$ cat src/rtl/arrow_lane_sequencer.sv
// Scrolling arrow lane for one player: paces the 26-slot arrow shift register,
// pulls chart arrows through a valid/ready handshake, and judges presses near the target.
module arrow_lane_sequencer #(
    parameter int unsigned NUM_SLOTS      = 26,
    parameter int unsigned STEP_CYCLES    = 3125000,
    parameter int unsigned HOLD_CYCLES    = 25000000,
    parameter int unsigned EXCELLENT_SLOT = 25,
    parameter int unsigned GOOD_SLOT      = 24
) (
    input  logic                     clock,
    input  logic                     reset,
    input  logic                     enable,
    input  logic                     clear,
    input  logic [2:0]               next_arrow,
    input  logic                     next_valid,
    output logic                     next_ready,
    input  logic [2:0]               press,
    input  logic                     press_valid,
    output logic [3*NUM_SLOTS-1:0]   arrow_array,
    output logic [1:0]               indicator,
    output logic [15:0]              score,
    output logic [7:0]               miss_count
);

    localparam int unsigned STEP_W   = (STEP_CYCLES > 1) ? $clog2(STEP_CYCLES) : 1;
    localparam int unsigned HOLD_W   = $clog2(HOLD_CYCLES + 1);
    localparam int unsigned SLOT_W   = $clog2(NUM_SLOTS);
    localparam int unsigned LOW_SLOT = GOOD_SLOT - 1;

    typedef enum logic [1:0] {
        IND_NONE      = 2'b00,
        IND_BAD       = 2'b01,
        IND_GOOD      = 2'b10,
        IND_EXCELLENT = 2'b11
    } judge_t;

    logic [2:0]        slots      [NUM_SLOTS];
    logic [2:0]        judged     [NUM_SLOTS];
    logic [2:0]        slots_next [NUM_SLOTS];
    logic [STEP_W-1:0] step_cnt;
    logic [HOLD_W-1:0] hold_cnt;
    judge_t            ind_q;
    judge_t            ind_next;
    logic              tick;
    logic              judge;
    logic              hit;
    logic [SLOT_W-1:0] hit_idx;
    logic              miss;
    logic              event_seen;
    logic [1:0]        score_inc;
    logic [16:0]       score_sum;
    logic [15:0]       score_next;
    logic [7:0]        miss_next;

    always_comb begin
        tick  = enable && !clear && (step_cnt == STEP_W'(STEP_CYCLES - 1));
        judge = enable && !clear && press_valid && (press != 3'b000);
    end

    assign next_ready = tick;

    // Ascending scan so the highest-numbered match is the one that sticks.
    always_comb begin
        hit     = 1'b0;
        hit_idx = '0;
        for (int unsigned k = LOW_SLOT; k < NUM_SLOTS; k++) begin
            if (judge && (slots[k] == press)) begin
                hit     = 1'b1;
                hit_idx = SLOT_W'(k);
            end
        end
    end

    // The matched arrow is removed before the shift, so it cannot also count as a miss.
    always_comb begin
        for (int unsigned k = 0; k < NUM_SLOTS; k++) begin
            judged[k] = (hit && (hit_idx == SLOT_W'(k))) ? 3'b000 : slots[k];
        end
        miss = tick && (judged[NUM_SLOTS-1] != 3'b000);
    end

    always_comb begin
        for (int unsigned k = 0; k < NUM_SLOTS; k++) begin
            slots_next[k] = judged[k];
        end
        if (tick) begin
            slots_next[0] = next_valid ? next_arrow : 3'b000;
            for (int unsigned k = 1; k < NUM_SLOTS; k++) begin
                slots_next[k] = judged[k-1];
            end
        end
    end

    always_comb begin
        ind_next  = IND_NONE;
        score_inc = 2'd0;
        if (hit && (hit_idx == SLOT_W'(EXCELLENT_SLOT))) begin
            ind_next  = IND_EXCELLENT;
            score_inc = 2'd2;
        end else if (hit && (hit_idx == SLOT_W'(GOOD_SLOT))) begin
            ind_next  = IND_GOOD;
            score_inc = 2'd1;
        end else if (judge || miss) begin
            ind_next = IND_BAD;
        end
        event_seen = judge || miss;
    end

    always_comb begin
        score_sum  = {1'b0, score} + 17'(score_inc);
        score_next = score_sum[16] ? '1 : score_sum[15:0];
        miss_next  = (miss && (miss_count != '1)) ? miss_count + 8'd1 : miss_count;
    end

    always_ff @(posedge clock or posedge reset) begin
        if (reset) begin
            for (int unsigned k = 0; k < NUM_SLOTS; k++) begin
                slots[k] <= 3'b000;
            end
            step_cnt   <= '0;
            hold_cnt   <= '0;
            ind_q      <= IND_NONE;
            score      <= '0;
            miss_count <= '0;
        end else if (clear) begin
            for (int unsigned k = 0; k < NUM_SLOTS; k++) begin
                slots[k] <= 3'b000;
            end
            step_cnt   <= '0;
            hold_cnt   <= '0;
            ind_q      <= IND_NONE;
            score      <= '0;
            miss_count <= '0;
        end else begin
            if (enable) begin
                step_cnt <= tick ? '0 : step_cnt + 1'b1;
            end
            for (int unsigned k = 0; k < NUM_SLOTS; k++) begin
                slots[k] <= slots_next[k];
            end
            score      <= score_next;
            miss_count <= miss_next;
            // Hold counter runs regardless of pause so a judgement always fades out.
            if (event_seen) begin
                ind_q    <= ind_next;
                hold_cnt <= HOLD_W'(HOLD_CYCLES - 1);
            end else if (hold_cnt != '0) begin
                hold_cnt <= hold_cnt - 1'b1;
            end else begin
                ind_q <= IND_NONE;
            end
        end
    end

    always_comb begin
        arrow_array = '0;
        for (int unsigned k = 0; k < NUM_SLOTS; k++) begin
            arrow_array[3*k +: 3] = slots[k];
        end
    end

    assign indicator = ind_q;

endmodule

$ cat config.mk
export PLATFORM = sky130hd
export DESIGN_NAME = arrow_lane_sequencer
export DESIGN_NICKNAME = d
export VERILOG_FILES = /design/src/rtl/arrow_lane_sequencer.sv
export SDC_FILE = /design/constraint.sdc
export NUM_CORES = 1
export LEC_CHECK = 0
export ABC_CLOCK_PERIOD_IN_PS = 6300
export BUFFER_PORTS_ARGS = -buffer_cell sky130_fd_sc_hd__buf_4
export CAP_MARGIN = 15
export CORE_MARGIN = 8
export CORE_UTILIZATION = 57
export CTS_CLUSTER_SIZE = 20
export DETAILED_ROUTE_END_ITERATION = 8
export GPL_ROUTABILITY_DRIVEN = 1
export PLACE_DENSITY = 0.8
export REMOVE_ABC_BUFFERS = 1
export SLEW_MARGIN = 15
export SYNTH_ARGS = -nofsm -noshare
export SYNTH_HDL_FRONTEND = slang
export SYNTH_SLANG_ARGS = --single-unit
$ cat constraint.sdc
create_clock -name clock -period 6.3 [get_ports clock]
set_clock_uncertainty 0.15 [all_clocks]
set_input_delay 0.315 -clock clock [delete_from_list [all_inputs] [get_ports clock]]
set_output_delay 0.315 -clock clock [all_outputs]
set_load 0.02 [all_outputs]
# ---- Word-level counts from Yosys, hierarchy flattened
# Index checks and enable logic that the tools add are counted.
dict set report totals {
  output_inout_bits 105
  register_bits 151
  word_cells 162
  in_bits 12
}
dict set report classes {
  add_sub_neg 4
  mux 52
  n_eq_ne 31
  reduce_logical 44
}
# op n
set ops {}
lappend ops {{$mux W78} 2}
lappend ops {{$mux W3} 27}
lappend ops {{$mux W25} 3}
lappend ops {{$mux W22} 3}
lappend ops {{$eq A5 B5 Y1 const B} 10}
lappend ops {{$eq A5 B4 Y1 const B} 8}
lappend ops {{$logic_and A1 B1 Y1} 35}
lappend ops {{$mux W16} 2}
lappend ops {{$reduce_bool A25 Y1} 1}
lappend ops {{$sub A25 B1 Y25 const B} 1}
lappend ops {{$add A22 B1 Y22 const B} 1}
lappend ops {{$eq A22 B22 Y1 const B} 1}
lappend ops {{$eq A5 B3 Y1 const B} 4}
lappend ops {{$add A16 B2 Y17} 1}
lappend ops {{$mux W8} 2}
lappend ops {{$mux W5} 3}
lappend ops {{$mux W2} 6}
lappend ops {{$eq A5 B2 Y1 const B} 2}
lappend ops {{$eq A3 B3 Y1} 3}
lappend ops {{$reduce_bool A3 Y1} 3}
lappend ops {{$add A8 B1 Y8 const B} 1}
lappend ops {{$ne A8 B8 Y1 const B} 1}
lappend ops {{$eq A5 B1 Y1 const B} 1}
lappend ops {{$logic_not A5 Y1} 1}
lappend ops {{5 further kinds} 9}

# ---- Longest topological paths before layout
# Gate-level depths: netlist of the first run.
dict set report depth {
  word_depth 16
  ltp_mapped 11
  depth_no_buf 10
}

# ---- Worst setup path before layout of the first run
# No wires, ideal clock.
dict set report synth_path {
  path_type {input to register}
  startpoint {input port press[1]}
  endpoint {register score[14]}
  slack_ns 3.028
  setup_time_ns 0.078
  required_time_ns 6.072
  n_path_buf 2
  arrival_ns 3.044
  path_stages 11
  path_cell_list {nor3_1 -> or3_1 -> clkbuf_1 -> nor3_1 -> ha_1 -> inv_1 -> fa_1 -> nor4_1 -> nand2_1 -> clkbuf_1 -> a21oi_1}
}
dict set report synth_via {
  elab_chain_len 13
}
# element line_no
set synth_rtl {}
lappend synth_rtl {{start: declaration} 17} ;# input logic [2:0] press,
lappend synth_rtl {{$reduce_bool A3 Y1} 57} ;# judge = enable && !clear && press_valid && (press != 3'b000);
lappend synth_rtl {{$logic_and A1 B1 Y1} 57}
lappend synth_rtl {{$logic_and A1 B1 Y1} 67} ;# if (judge && (slots[k] == press)) begin
lappend synth_rtl {{$mux W5 (3 in series)} 67}
lappend synth_rtl {{$eq A5 B5 Y1} 100} ;# end else if (hit && (hit_idx == SLOT_W'(GOOD_SLOT))) begin
lappend synth_rtl {{$logic_and A1 B1 Y1} 100}
lappend synth_rtl {{$mux W1} 100}
lappend synth_rtl {{$mux W2 (*)} 97} ;# if (hit && (hit_idx == SLOT_W'(EXCELLENT_SLOT))) begin
lappend synth_rtl {{$add A16 B2 Y17 (*)} 110} ;# score_sum = {1'b0, score} + 17'(score_inc);
lappend synth_rtl {{$mux W16 (*)} 111} ;# score_next = score_sum[16] ? '1 : score_sum[15:0];
lappend synth_rtl {{$mux W16 (*)} 125} ;# end else if (clear) begin
lappend synth_rtl {{end signal: assignment} 141} ;# score <= score_next;
lappend synth_rtl {{end: declaration} 21} ;# output logic [15:0] score,
# Every way passes the cells marked *; elsewhere a longest branch is shown, timed or not.
# A chain may end at the register's enable or synchronous reset.

# ---- Final worst setup path of the first run
dict set report layout_path {
  startpoint {register step_cnt[1]}
  endpoint {register slots, in the netlist arrow_array[0]}
}
dict set report layout_via {
  elab_chain_len 4
}
# element line_no
set layout_rtl {}
lappend layout_rtl {{start: declaration} 40} ;# logic [STEP_W-1:0] step_cnt;
lappend layout_rtl {{start signal: assignment} 136} ;# step_cnt <= tick ? '0 : step_cnt + 1'b1;
lappend layout_rtl {{$eq A22 B22 Y1} 56} ;# tick = enable && !clear && (step_cnt == STEP_W'(STEP_CYCLES - 1));
lappend layout_rtl {{$logic_and A1 B1 Y1} 56}
lappend layout_rtl {{$mux W78} 86} ;# if (tick) begin
lappend layout_rtl {{$mux W78} 125}
lappend layout_rtl {{end signal: indexed assignment} 139} ;# slots[k] <= slots_next[k];
lappend layout_rtl {{end: declaration} 37} ;# logic [2:0] slots [NUM_SLOTS];
# Every way passes these cells.

==> results of run 1 <==
[sequential cells by signal (all words and copies together) (netlist names)]
signal,flops
step_cnt,22
score,16
arrow_array,78
hold_cnt,25
indicator,2
miss_count,8
[cell families after synthesis]
group	after synthesis	share of synthesized area (%)
AOI/OAI and AO/OA	157	12.1
xor gates and xnor gates	57	6.73
adders and majority gates	6	1.11
buffers and inverters	55	3.36
DFF	151	50.9
muxes	3	0.422
and+or+nand+nor	356	25.4
[synthesized netlist by cell type (5+ instances only)]
cell type	instances	share of area (%)
a21oi_1	30	2.0
a22o_1	6	0.71
and2_1	6	0.51
and3_1	7	0.59
and4_1	6	0.71
buf_2	9	0.61
clkbuf_1	33	1.7
dfrtp_1	151	51
ha_1	5	0.84
inv_1	10	0.51
nand2_1	100	5.1
nand2b_1	76	6.4
nand3_1	26	1.8
nand4_1	10	0.84
nor2_1	41	2.1
nor3_1	30	2.0
nor4_1	11	0.93
o21ai_0	84	5.7
o21ai_1	8	0.54
o31ai_1	6	0.61
or2_2	10	0.84
or3_1	9	0.76
or4_1	6	0.61
xnor2_1	30	3.5
xor2_1	27	3.2
[power groups by stage]
stage	Combinational (mW)	Sequential [mW]	Clock, mW
after global placement	0.285	1.06	0
after global routing	0.337	1.05	1.10
after detailed placement	0.295	1.06	0
after CTS	0.302	1.05	1.06
after floorplan	0.225	1.06	0
final	0.301	1.05	1.05
[stage by stage]
stage	hold WS, ns	cell area, um^2	setup WS [ns]	cells	util [%]
floorplan	0.228	7210	0.124	740	-
global placement	0.320	8340	2.21	1032	65.8
detailed placement	0.333	8340	1.97	1032	65.8
CTS	0.0766	9020	2.25	1071	71.2
global route	0.112	9020	1.82	1071	71.2
finish	0.0958	9020	2.21	1071	71.2
[layout make-up]
type	count	area [um^2]	area share [%]
flip-flops and latches	151	3780	41.9
multi-input cells	579	3400	37.7
repair buffers	127	971	10.8
clock buffers	19	443	4.91
well taps	172	215	2.39
clock inverters	13	171	1.90
inverters	10	42.5	0.472
[layer usage]
metal	vias up	share of wire, %	routed length, um
li1	2906	-	-
met1	2988	41	7590
met4	0	2.1	384
met3	41	8.7	1620
met5	-	0	0
met2	216	48	9000
[worst paths after layout]
| check | endpoint | start | slack (ns) |
|---|---|---|---|
| max | arrow_array[0] | step_cnt[1] | 2.21 |
| min | step_cnt[21] | enable | 0.1 |
| max reg2reg | arrow_array[0] | step_cnt[1] | 2.21 |
| min reg2reg | arrow_array[7] | arrow_array[4] | 0.36 |
| max in group asynchronous | hold_cnt[5] | reset | 4.19 |
| min in group asynchronous | arrow_array[2] | reset | 0.41 |
==> metrics.txt, run 1 <==
run status complete, no violations; worst setup path class reg -> reg; Vias/cell 5.74; CP max-delay cell dlygate4sd3_1; most common cell after layout, fill and taps aside dfrtp_1; Worst-Margin Slew 0.903 ns; Req. time, crit path 6.50 ns; most frequent cells in the layout dfrtp_1 (151), buf_4 (120), nand2_1 (100); GR peak layer met2; LEAKAGE between 3 and 4 nW; Sequential Power Share between 40% and 50%; routed length per instance around 17 um; Setup TNS 0 ns; Int Power 1.76 mW; number of remaining DRC errors 0; total power draw 2.40 mW; Switch Pwr 632 uW; critical path launch point type flip-flop; Final Setup Violations 0; synthesized area per cell 9.45 um^2; global routing usage on met1 27.1%; vias in the first global route approximately 6200; clock share of power between 40% and 50%; Peak Freq around 240 MHz; RSZ-0062 raised after global routing false; Slew HR 39.8%; post-synthesis sequential area ratio about half; endpoints failing hold 0; Die X-Extent 130 um; worst hold path type in -> reg; crit end category flip-flop; crit path time final 4.09 ns; clock root buffer clkbuf_16; slowest cell delay on critical path approximately 0.6 ns; largest vdd supply drop 0.156 mV; Post-Syn Instances 785; clk sinks 151; I/O Buffers 116; CTS Buffer Depth 2; hold path cells 2; crit share post-route between 60% and 70%; CTS Hold Buffers Added 7; Crit path depth 9; RD Place Congestion 0.914; DRT antenna net count 0; nets 904; Slew Viols, Final 0; Main synth FF type dfrtp_1; Core ar. 0.0127 mm^2; share of post-route cells with drive strength above 1 between 10% and 20%; M2 GR Usage 37.3%; Area Overhead vs Synth 21.6%; met3 GRT Util about 8.9%; Tot GR Track Use 23.0%; DP HPWL 12.7 mm; via count 6151; TritonCTS buffer count 17; filler instances between 1000 and 1500; Cell Chain, Critical Path ha_1 -> nor4bb_1 -> nand3_1 -> nor2_4 -> buf_4 -> buf_4 -> nand3_1 -> dlygate4sd3_1 -> o21ai_0; ys async rst share 100%; Cell variety after synth 54; first-pass GRT wire length 31.0 mm; grt total ovfl 0; data arrival time of the critical path 4.29 ns; R2R depth 9; Clock Latency Late Sink 0.43 ns; Seq cells post-synth 151; Row Count 41; Synth Warn # 0; Netlist Area Pre-Place 0.00742 mm^2; Iteration-0 DRC Markers between 500 and 600; Ports between 100 and 150; largest net degree at the start of global routing 84; H-tree lvl count 4; Max-Cap Viols 0; router iterations before antenna repair 6; CP Max Fanout 63; # resized after CTS 0; Combinational Power Share 12.6%; Setup Buffers After CTS 0; sw frac 26.4%; initial antenna violation count 0; register clock-pin slew on the reported worst setup and hold paths 0.06 ns; WL final 18.6 mm; EDFF count, synth 0; Initial Util 58.6%; die height 130 um; pwr dens roughly 270 mW/mm^2; CTS tree built; Top Family by Delay on Critical Path buffers and inverters; Bufs and invs on worst path 3; antenna cells 0; DIE AREA approximately 0.017 mm^2
(Power assumes the default switching activity.)
==> run 2: changes to the inputs <==
--- a/config.mk
+++ b/config.mk
@@ -5,15 +5,15 @@
 export SDC_FILE = /design/constraint.sdc
 export NUM_CORES = 1
 export LEC_CHECK = 0
-export ABC_CLOCK_PERIOD_IN_PS = 6300
+export ABC_CLOCK_PERIOD_IN_PS = 3700
 export BUFFER_PORTS_ARGS = -buffer_cell sky130_fd_sc_hd__buf_4
 export CAP_MARGIN = 15
 export CORE_MARGIN = 8
-export CORE_UTILIZATION = 57
+export CORE_UTILIZATION = 51
 export CTS_CLUSTER_SIZE = 20
 export DETAILED_ROUTE_END_ITERATION = 8
 export GPL_ROUTABILITY_DRIVEN = 1
-export PLACE_DENSITY = 0.8
+export PLACE_DENSITY = 0.76
 export REMOVE_ABC_BUFFERS = 1
 export SLEW_MARGIN = 15
 export SYNTH_ARGS = -nofsm -noshare
==> constraint.sdc (replaced) <==
create_clock -name clock -period 3.7 [get_ports clock]
set_clock_uncertainty 0.15 [all_clocks]
set_input_delay 0.185 -clock clock [delete_from_list [all_inputs] [get_ports clock]]
set_output_delay 0.185 -clock clock [all_outputs]
set_load 0.02 [all_outputs]
==> run 2 against run 1 <==
Compared with the run above: non-clock buffer count is 3 higher; critical endpoint is now score[6]; via count decreased by 2.1%; first-iteration DRC count is 12% lower; largest power group unchanged; clock power grew 64%; clock-buffer cell count increased by 1; hold slack better by 0.083 ns; core utilization fell by 8.2 points.
==> metrics.txt, run 2 (same netlist as run 1, synthesis figures left out) <==
run status complete, no violations; Iteration-0 DRC Markers 491 (-12%); Req. time, crit path 3.88 ns (-2.62 ns); register clock-pin slew on the reported worst setup and hold paths 0.06 ns (about the same); crit share post-route 94.8%; Final Setup Violations 0 (unchanged); DRT antenna net count 0 (unchanged); vias in the first global route 5884 (-5.2%); DP HPWL 11.7 mm (-7.7%); Worst-Margin Slew 0.934 ns (+0.0313 ns); number of remaining DRC errors 0 (unchanged); hold_ws 0.178 ns (+0.0826 ns); Core ar. 0.0144 mm^2 (+13%); I/O Buffers 116 (unchanged); grt total ovfl 0 (unchanged); Row Count 44 (+7.3%); die height 137 um (+5.0%); Die X-Extent 137 um (+5.0%); largest net degree at the start of global routing 103 (+23%); Area Overhead vs Synth 22.1%; total power draw 4.01 mW (+67%); CP Max Fanout 15 (-76%); Peak Freq 285 MHz; share of post-route cells with drive strength above 1 19.2% (+0.18 points); via count 6019 (-2.1%); critical path launch point type input pin; CTS tree built; Max-Cap Viols 0 (unchanged); first-pass GRT wire length 29.5 mm (-4.5%); clock root buffer clkbuf_16; Tot GR Track Use 19.6% (-3.4 points); Design Area, Final 0.00906 mm^2 (+0.42%); pwr dens 443 mW/mm^2 (+67%); DIE AREA 0.0187 mm^2 (+10%); Initial Util 51.6% (-6.9 points); Slew HR 37.7% (-2.1 points); TritonCTS buffer count 17 (unchanged); CTS Buffer Depth 2 (unchanged); worst setup path class in -> reg; LEAKAGE 3.99 nW (+0.36%); routed length per instance 16.5 um (-5.2%); CP startpoint enable; Vias/cell 5.54 (-3.5%); Slew Viols, Final 0 (unchanged); Placed Area 0.00839 mm^2 (+0.66%); Setup TNS 0 ns (unchanged); most common cell after layout, fill and taps aside dfrtp_1; initial antenna violation count 0 (unchanged); max FFs per register 78 (unchanged); final core occ 63.1% (-8.2 points); crit path time final ~3.5 ns; crit end category flip-flop; endpoints failing hold 0 (unchanged); Ports 117 (unchanged); Clock Latency Late Sink 0.43 ns (about the same); router iterations before antenna repair 5 (-1); H-tree lvl count 4 (unchanged); Hold Path Origin press[1]; nets 907 (+0.33%); largest vdd supply drop 0.385 mV (+150%); most frequent cells in the layout dfrtp_1 (151), buf_4 (120), nand2_1 (100); clk sinks 151 (unchanged); data arrival time of the critical path 3.69 ns (-0.60 ns); r2r startpoint arrow_array[75]; RSZ-0062 raised after global routing false; worst hold path type in -> reg; RD Place Congestion 0.874 (-4.4%); WL final 17.9 mm (-3.9%)
run 2: changes by cell type in the layout (fill, tap and decap cells not counted), sizes merged:
| cell | before | now |
|---|---|---|
| clkinvlp | 2 | 1 |
| diode | 0 | 1 |
| buf | 120 | 122 |
| clkbuf | 19 | 20 |
| dlygate4sd3 | 7 | 8 |
| bufinv | 3 | 2 |
run 2: critical path, stage by stage:
cell and delay, ns:
dlygate4sd3_1 0.54, buf_4 0.20, nand2_1 0.08, or3_1 0.41, nor3_2 0.46, ha_1 0.28
inv_1 0.06, fa_1 0.45, nor4_1 0.31, buf_4 0.19, nand2_1 0.27, a21oi_1 0.25
run 2: power breakdown:
group          switching, mW  total [mW]  internal, mW
combinational          0.308       0.512         0.204
clock                  0.689        1.72          1.03
sequential            0.0663        1.78          1.72
run 2: final cells by class:
type / instances / area, um^2
timing repair buffer: 130 / 1020
clock buffer: 20 / 457
inverter: 10 / 42.5
tap: 184 / 230
clock inverter: 11 / 123
multi-input combinational: 579 / 3410
sequential: 151 / 3780
fill: 1214 / 5310
antenna: 1 / 2.50
run 2: metrics by stage:
stage,setup WS [ns],instances
after global routing,0.00851,1085
final,0.193,1086
after detailed placement,0.179,1046
after CTS,0.0420,1085
after floorplan,-2.48,740
after global placement,0.275,1046
run 2: worst paths after layout:
path	end	slack [ns]	cells past startpoint
setup / recovery	score[6]	0.19	12
hold / removal	indicator[1]	0.18	5
setup reg to reg	score[6]	0.43	10
hold reg to reg	arrow_array[32]	0.36	2
max in group asynchronous	hold_cnt[1]	2.24	4
min in group asynchronous	arrow_array[65]	0.39	3
run 2: what timing repair did:
item | CTS | global route
endpoints found under the setup margin | 0 | 13
endpoints found under the hold margin | 107 | 0
buffers inserted | 0 | 0
resized for setup | 0 | 1
hold buffers | 8 | 0
run 2: per-layer routing:
layer	global-route usage, %	part of all wire (%)	vias up
met5	0	0	-
met4	5.98	1.1	0
met3	7.56	8.4	13
met2	28.8	45	163
met1	26.3	46	2922
li1	-	-	2921
==> run 3: changes to the inputs <==
--- a/config.mk
+++ b/config.mk
@@ -8,7 +8,7 @@
 export ABC_CLOCK_PERIOD_IN_PS = 3700
 export BUFFER_PORTS_ARGS = -buffer_cell sky130_fd_sc_hd__buf_4
 export CAP_MARGIN = 15
-export CORE_MARGIN = 8
+export CORE_MARGIN = 2
 export CORE_UTILIZATION = 51
 export CTS_CLUSTER_SIZE = 20
 export DETAILED_ROUTE_END_ITERATION = 8
==> run 3 against run 2 <==
Compared with the run above: combinational power down 1%; core utilization up 0.26 points; highest routed layer is now met5; critical endpoint unchanged; via count down 0.90%.
==> metrics.txt, run 3 (same netlist as run 1, synthesis figures left out) <==
run status complete, no violations; pwr dens 443 mW/mm^2 (+0.12%); register clock-pin slew on the reported worst setup and hold paths 0.06 ns (about the same); CP startpoint enable; critical path launch point type input pin; antenna cells 0 (-1); DP HPWL 11.4 mm (-2.7%); CTS Buffer Depth 2 (unchanged); sw frac 27.4% (+0.86 points); clock root buffer clkbuf_16; Design Area, Final 0.00910 mm^2 (+0.41%); CTS tree built; Vias/cell 5.47 (-1.3%); Row Count 44 (unchanged); largest net degree at the start of global routing 91 (-12%); r2r startpoint arrow_array[75]; Iteration-0 DRC Markers 347 (-29%); grt total ovfl 0 (unchanged); Int Power 2.93 mW (-0.65%); first-pass GRT wire length 29.7 mm (+0.47%); data arrival time of the critical path 3.53 ns (-0.16 ns); router iterations before antenna repair 5 (unchanged); number of remaining DRC errors 0 (unchanged); largest vdd supply drop 0.292 mV (-24%); RD Place Congestion 0.871 (-0.27%); Die X-Extent 125 um (-8.8%); most common cell after layout, fill and taps aside dfrtp_1; Combinational Power Share 12.5% (-0.3 points); crit path time final 3.34 ns (-0.170 ns); vias in the first global route 5891 (+0.12%); Switch Pwr 1.10 mW (+3.8%); share of post-route cells with drive strength above 1 19.6% (+0.45 points); # resized after CTS 0 (unchanged); Setup TNS 0 ns (unchanged); worst setup path class in -> reg; Max-Cap Viols 0 (unchanged); most frequent cells in the layout dfrtp_1 (151), buf_4 (124), nand2_1 (100); R2R Setup Slk 0.59 ns (+0.16 ns); crit share post-route 90.2% (-4.6 points); hold_ws 0.141 ns (-0.0373 ns); Hold Path Origin clear; routed length per instance 15.7 um (-4.7%); Worst-Margin Slew 0.790 ns (-0.144 ns); Initial Util 51.6% (unchanged); Clock Latency Late Sink 0.42 ns (about the same); clock share of power 43.2% (+0.4 points); LEAKAGE 3.99 nW (about the same); Core ar. 0.0144 mm^2 (unchanged); TritonCTS buffer count 17 (unchanged); WL final 17.1 mm (-4.3%); Placed Area 0.00842 mm^2 (+0.36%); Ports 117 (unchanged); Tot GR Track Use 23.3% (+3.7 points); Req. time, crit path 3.89 ns (about the same); clk sinks 151 (unchanged); DIE AREA 0.0155 mm^2 (-17%); endpoints failing hold 0 (unchanged); DRT antenna net count 0 (unchanged); initial antenna violation count 1 (+1); H-tree lvl count 4 (unchanged); worst hold path type in -> reg; crit end category flip-flop; Area Overhead vs Synth 22.6%; Peak Freq 300 MHz (+5.1%); Sequential Power Share 44.2% (-0.3 points); max FFs per register 78 (unchanged); Slew HR 47.4% (+9.6 points); via count 5965 (-0.90%); Slew Viols, Final 0 (unchanged); nets 911 (+0.44%); CP Max Fanout 15 (unchanged); RSZ-0062 raised after global routing false; final core occ 63.3% (+0.26 points); I/O Buffers 116 (unchanged); die height 125 um (-8.8%); Final Setup Violations 0 (unchanged)
## run 3: layer usage
metal / up-vias / share of wire, % / GRT usage, %
met1: 2853 / 46 / 32.2
met5: - / 0.082 / 0
li1: 2931 / - / -
met4: 2 / 1.2 / 7.67
met3: 18 / 7.3 / 7.86
met2: 161 / 46 / 34.8
## run 3: path summary, 6_finish.rpt
| path | end | cells past startpoint |
|---|---|---|
| setup / recovery | score[6] | 13 |
| hold / removal | indicator[1] | 4 |
| setup reg to reg | score[6] | 11 |
| hold reg to reg | arrow_array[29] | 2 |
| max in group asynchronous | arrow_array[33] | 4 |
| min in group asynchronous | arrow_array[29] | 3 |
## run 3: power by group through the flow
| stage | registers, mW | clock network [mW] | logic (mW) |
|---|---|---|---|
| finish | 1.78 | 1.74 | 0.505 |
| CTS | 1.78 | 1.77 | 0.507 |
| floorplan | 1.80 | 0 | 0.383 |
| global placement | 1.81 | 0 | 0.493 |
| detailed placement | 1.81 | 0 | 0.501 |
| global route | 1.79 | 1.85 | 0.569 |
## run 3: layout make-up
type | count | area, um^2
inverter | 10 | 42.5
clock inverter | 15 | 169
multi-input combinational | 579 | 3400
sequential | 151 | 3780
clock buffer | 17 | 425
timing repair buffer | 134 | 1050
fill | 1187 | 5270
tap | 184 | 230
## run 3: what timing repair did
action | 4_1_cts | 5_1_grt
setup buffers | 0 | 0
hold endpoints to repair | 93 | 0
hold buffers | 8 | 0
## run 3: critical path, stage by stage
cell and delay [ns]:
dlygate4sd3_1 0.52, buf_4 0.19, nand2_1 0.10, or3_1 0.40
nor3_1 0.24, buf_4 0.17, ha_1 0.19, inv_1 0.06
fa_1 0.45, nor4_1 0.33, buf_4 0.19, nand2_1 0.25
a21oi_1 0.24
## run 3: per-stage QoR
step / instances / power, mW / setup WS (ns)
after detailed placement: 1050 / 2.31 / 0.498
final: 1090 / 4.03 / 0.363
after global placement: 1050 / 2.30 / 0.583
after CTS: 1090 / 4.06 / 0.379
after floorplan: 740 / 2.18 / -2.48
after global routing: 1090 / 4.21 / 0.172
